## config.mk

```make
export PLATFORM = sky130hd
export DESIGN_NAME = mac_layer_sequencer
export DESIGN_NICKNAME = d
export VERILOG_FILES = /design/src/rtl/mac_layer_sequencer.sv
export SDC_FILE = /design/constraint.sdc
export NUM_CORES = 1
export LEC_CHECK = 0
export CORE_MARGIN = 2
export CORE_UTILIZATION = 50
export DETAILED_ROUTE_END_ITERATION = 12
export DONT_BUFFER_PORTS = 1
export HOLD_SLACK_MARGIN = 0.02
export PLACE_DENSITY = 0.73
export SYNTH_ARGS = -nofsm -noshare
export SYNTH_HDL_FRONTEND = slang
export SYNTH_SLANG_ARGS = --single-unit
export TNS_END_PERCENT = 5
```

## constraint.sdc

```tcl
create_clock -name clk -period 11.5 [get_ports clk]
set_clock_uncertainty 0.1 [all_clocks]
set_input_delay 2.875 -clock clk [delete_from_list [all_inputs] [get_ports clk]]
set_output_delay 2.875 -clock clk [all_outputs]
set_load 0.05 [all_outputs]
```

## src/rtl/mac_layer_sequencer.sv

```systemverilog
// rtl/mac_layer_sequencer.sv - fully-connected layer engine in front of the shared CNN RAM
module mac_layer_sequencer #(
  parameter int FRT_CELL = 10,
  parameter int BCK_CELL = 5,
  parameter int OUT_BASE = 60,
  parameter int SHIFT    = 0,
  parameter int RELU     = 0
) (
  input  logic        clk,
  input  logic        reset_n,
  input  logic        start,
  output logic        busy,
  output logic        done,
  input  logic [15:0] host_addr,
  input  logic [15:0] host_data,
  input  logic        host_we,
  output logic        host_wait,
  output logic [15:0] host_q,
  output logic [15:0] ram_addr,
  output logic [15:0] ram_data,
  output logic        ram_we,
  input  logic [15:0] ram_q
);

  localparam int CW = $clog2(FRT_CELL + 1);

  // Result writes must land above every input and weight word.
  if (OUT_BASE < FRT_CELL * (BCK_CELL + 1)) begin : g_cfg_check
    $error("OUT_BASE overlaps the input/weight region");
  end

  typedef enum logic [2:0] {IDLE, LOAD, MAC, WR, FIN} state_t;

  state_t             state;
  logic [CW-1:0]      cnt;
  logic [15:0]        j;
  logic signed [31:0] acc;
  logic [15:0]        x [FRT_CELL];

  // cnt counts issued addresses; the word returning now belongs to cnt-1.
  logic [CW-1:0]      idx;
  logic [15:0]        x_cur;
  logic signed [31:0] prod;
  logic signed [31:0] acc_sh;
  logic [15:0]        result;
  logic [15:0]        eng_addr;
  logic               eng_we;

  assign idx    = cnt - CW'(1);
  assign x_cur  = x[idx];
  assign prod   = $signed({{16{x_cur[15]}}, x_cur}) * $signed({{16{ram_q[15]}}, ram_q});
  assign acc_sh = acc >>> SHIFT;

  // Scale, saturate to 16 bits, then optionally clamp negatives.
  always_comb begin
    if (acc_sh > 32'sd32767) begin
      result = 16'h7fff;
    end else if (acc_sh < -32'sd32768) begin
      result = 16'h8000;
    end else begin
      result = acc_sh[15:0];
    end
    if (RELU != 0 && result[15]) begin
      result = 16'h0000;
    end
  end

  // Engine-side address/write strobe for the current phase.
  always_comb begin
    eng_addr = 16'h0000;
    eng_we   = 1'b0;
    case (state)
      LOAD: eng_addr = 16'(cnt);
      MAC:  eng_addr = 16'(FRT_CELL + FRT_CELL * int'(j) + int'(cnt));
      WR: begin
        eng_addr = 16'(OUT_BASE + int'(j));
        eng_we   = 1'b1;
      end
      default: eng_addr = 16'h0000;
    endcase
  end

  // The host owns the RAM whenever the engine is not running.
  assign ram_addr  = busy ? eng_addr : host_addr;
  assign ram_data  = busy ? result   : host_data;
  assign ram_we    = busy ? eng_we   : host_we;
  assign host_q    = ram_q;
  assign host_wait = busy;

  // Sequencer: load inputs, one MAC pass plus write per output, then a done pulse.
  always_ff @(posedge clk or negedge reset_n) begin
    if (!reset_n) begin
      state <= IDLE;
      busy  <= 1'b0;
      done  <= 1'b0;
      cnt   <= '0;
      j     <= '0;
      acc   <= '0;
      for (int i = 0; i < FRT_CELL; i++) begin
        x[i] <= '0;
      end
    end else begin
      case (state)
        IDLE: begin
          done <= 1'b0;
          if (start) begin
            state <= LOAD;
            busy  <= 1'b1;
            cnt   <= '0;
          end
        end
        LOAD: begin
          if (cnt != '0) begin
            x[idx] <= ram_q;
          end
          if (cnt == CW'(FRT_CELL)) begin
            state <= MAC;
            cnt   <= '0;
            j     <= '0;
            acc   <= '0;
          end else begin
            cnt <= cnt + CW'(1);
          end
        end
        MAC: begin
          if (cnt != '0) begin
            acc <= acc + prod;
          end
          if (cnt == CW'(FRT_CELL)) begin
            state <= WR;
          end else begin
            cnt <= cnt + CW'(1);
          end
        end
        WR: begin
          cnt <= '0;
          acc <= '0;
          if (j == 16'(BCK_CELL - 1)) begin
            state <= FIN;
            busy  <= 1'b0;
            done  <= 1'b1;
          end else begin
            j     <= j + 16'd1;
            state <= MAC;
          end
        end
        FIN: begin
          done  <= 1'b0;
          state <= IDLE;
        end
        default: begin
          state <= IDLE;
          busy  <= 1'b0;
          done  <= 1'b0;
        end
      endcase
    end
  end

endmodule

```

==> run summary <==
=================================================================================
Result of the run .................................................. finished clean
Critical path startpoint category ..................................     register
Area of the mapped netlist ......................................... 0.02300 mm^2
Synth top area cells ............................................... fa_1 26%, dfrtp_1 24%, ha_1 7.6%, inv_1 6.4%, mux2_2 5.7%
Post-synth EDFFs ...................................................            0
Tightest Hold Check Type ........................................... register to register
Die width ..........................................................     218.5 um
Hold Path Stages ...................................................            2
Final global-route overflow total ..................................            0
Most frequent cell after synthesis .................................        inv_1
Average vias per placed instance ...................................        5.525
Critical R2R Launch ................................................ cnt[0]$_DFFE_PN0P_
Library cell with the largest summed area after synthesis ..........         fa_1
Synthesis-to-finish area growth ....................................       5.010%
Sum of negative setup slack ........................................         0 ns
Number of clock sinks seen by CTS ..................................          217
Largest net degree at the start of global routing ..................          218
Number of setup violations in the final report .....................            0
Row count ..........................................................           78
Number of nets in the finished design ..............................         2640
Clock tree from TritonCTS ..........................................          yes
Clock insertion delay at the later pin of the skew report ..........      0.56 ns
Antenna viol nets, final ...........................................            0
Final hold violation count .........................................            0
Top cells by count, synth .......................................... 394 x inv_1, 294 x fa_1, 217 x dfrtp_1
Wire length per cell after detailed routing ........................     18.88 um
Data required time of the critical path ............................     11.84 ns
Setup slack of the worst register-to-register path .................      2.18 ns
1st-iter DRT viols .................................................         1148
Shortest clock period the worst path allows after layout ...........     9.318 ns
Core outline area .................................................. 0.04538 mm^2
R2R cell count .....................................................           26
Number of slew-limit violations in the final report ................            0
Seq cells post-synth ...............................................          217
Count of buffers from port buffering ...............................            0
Number of remaining DRC errors .....................................            0
Most used flip-flop cell after synthesis ...........................      dfrtp_1
Antenna violations before repair ...................................            0
Type of destination of the critical path ...........................     register
Placer's final routability congestion estimate .....................       0.8459
Worst slew margin relative to its limit ............................       0.2489
Max Clock Freq .....................................................    107.3 MHz
Final wirelength ...................................................     52.30 mm
Clock Path Buffers .................................................            3
Worst setup path category .......................................... register to register
PostCTS Resize Cnt .................................................            0
Total setup buffers inserted after CTS .............................            0
Signal arrival time at the worst endpoint ..........................      9.66 ns
Endpoint of the worst hold path .................................... x[15]$_DFFE_PN0P_
Maximum net fanout on the critical path ............................           22
Number of warnings reported in the yosys synthesis log .............            0
Source of the worst hold timing path ............................... x[15]$_DFFE_PN0P_
Via count of the first global-routing pass .........................        16750
Worst R2R End ...................................................... acc[31]$_DFFE_PN0P_
Max-cap violations .................................................            0
Share of post-route cells with drive strength above 1 ..............       0.1317
Mean instance size in the synthesized netlist ......................   10.34 um^2
Post-synthesis cell count ..........................................         2225
Starting utilization of the core area ..............................       0.5068
Count of boundary I/O pins .........................................          104
Hold-fix buffer count after cts ....................................            0
H-Tree Depth .......................................................            1
Yosys top cell area share ..........................................       0.2559
Share of synthesized area occupied by flip-flops and latches .......       0.2361
Nets in the synthesized netlist ....................................         2710
Number of buffers created by CTS ...................................           25
GRT Overall Usage ..................................................       0.2334
Clock root buffer master ...........................................    clkbuf_16
Worst Max-Slew Pin Slew ............................................     1.119 ns
Wire length of the first global-routing pass .......................     89.40 mm
DP HPWL ............................................................     38.83 mm
Routed via count ...................................................        15310
Die Y-Extent .......................................................     218.5 um
Initial DRT Pass Iterations ........................................            5
Count of cell types in the netlist .................................           76
RSZ-0062 raised after global routing ...............................        false
Full die area ...................................................... 0.04773 mm^2
Period utilisation layout ..........................................       0.8103
Register clock-pin slew on the reported worst setup and hold paths .      0.06 ns
Ys async rst share .................................................        1.000
Antenna Diode Count ................................................            0
=================================================================================
==> registers in the layout (all words and copies together), names as in the netlist <==
register	count
j	16
cnt	4
state	3
busy	1
done	1
acc	32
x	160
==> metrics by stage <==
stage | area (um^2) | hold WS [ns] | utilization | cells | setup slack [ns]
finish | 24150 | 0.3846 | 0.5322 | 2771 | 2.182
global route | 24150 | 0.4083 | 0.5322 | 2771 | 1.696
CTS | 24150 | 0.3855 | 0.5322 | 2771 | 2.125
detailed placement | 23350 | 0.3723 | 0.5146 | 2728 | 2.154
global placement | 23350 | 0.3639 | 0.5146 | 2728 | 2.228
floorplan | 23000 | 0.3446 | - | 2225 | 2.634
==> area by class of cell <==
| cell class | count | area (um^2) |
|---|---|---|
| clock buffer | 30 | 684.4 |
| sequential | 217 | 5433 |
| timing repair buffer | 25 | 187.7 |
| multi-input combinational | 1491 | 15500 |
| inverter | 395 | 1483 |
| clock inverter | 13 | 115.1 |
| tap | 600 | 750.7 |
| fill | 3917 | 21230 |
==> layout by cell type (no fill, tap or decap), drive strengths merged, types with 18 or more instances in the layout <==
cell type / Yosys / routed
xor2: 31 / 31
dfrtp: 217 / 217
mux2: 150 / 150
a21oi: 51 / 51
a22o: 24 / 24
or3: 28 / 28
inv: 395 / 397
ha: 139 / 139
fa: 294 / 294
o21ai: 68 / 68
buf: 59 / 25
clkbuf: 63 / 30
xnor2: 51 / 51
nand2: 199 / 199
mux4: 32 / 32
and2: 121 / 121
mux2i: 34 / 34
nor2: 75 / 75
nand3: 18 / 18
o22ai: 27 / 27
==> cell families (layout without fill, tap and decap cells) <==
group,after synthesis,after routing,share of synthesized area
AO/OA/AOI/OAI,245,245,0.07072
XOR/XNOR,82,82,0.03237
adder cells (fa/ha/maj),433,433,0.3315
buffers and inverters,517,463,0.09069
flip-flops,217,217,0.2361
multiplexers,216,216,0.1248
AND/OR/NAND/NOR,515,515,0.1138
==> critical path, cell delays in order, from the launching register on <==
cell,delay [ns]
dfrtp_2,0.78
inv_1,0.27
ha_2,0.79
buf_4,0.40
mux4_2,0.55
mux2i_1,0.27
o21ai_4,0.21
nand2_1,0.23
fa_1,0.48
fa_1,0.55
inv_1,0.29
fa_1,0.50
fa_1,0.50
fa_1,0.50
inv_1,0.06
fa_1,0.53
inv_1,0.04
ha_1,0.36
a21o_1,0.22
a21o_1,0.19
a221o_1,0.36
a21o_1,0.20
a32oi_2,0.21
a21oi_2,0.12
a31oi_4,0.19
xnor2_1,0.08
a22o_1,0.19
==> metal layers <==
layer | global-route usage | up-vias | share of wire
met5 | 0 | - | 0
met4 | 0.05079 | 0 | 0.020
met3 | 0.03591 | 78 | 0.059
met2 | 0.3708 | 436 | 0.46
met1 | 0.3389 | 7801 | 0.46
li1 | - | 6994 | -
==> worst max-delay path by stage <==
stage | startpoint | to | slack (ns) | depth (start not counted)
detailed placement | ram_q[15] | acc[23]$_DFFE_PN0P_ | 2.15 | 21
global placement | ram_q[15] | acc[23]$_DFFE_PN0P_ | 2.23 | 21
finish | cnt[0]$_DFFE_PN0P_ | acc[31]$_DFFE_PN0P_ | 2.18 | 26
CTS | cnt[0]$_DFFE_PN0P_ | acc[31]$_DFFE_PN0P_ | 2.13 | 26
floorplan | ram_q[9] | acc[23]$_DFFE_PN0P_ | 2.63 | 24
global route | cnt[0]$_DFFE_PN0P_ | acc[31]$_DFFE_PN0P_ | 1.70 | 26
Power is left out: the tool's default activity adds up to more than one toggle a clock period on the data nets, which glitch-free logic cannot reach.
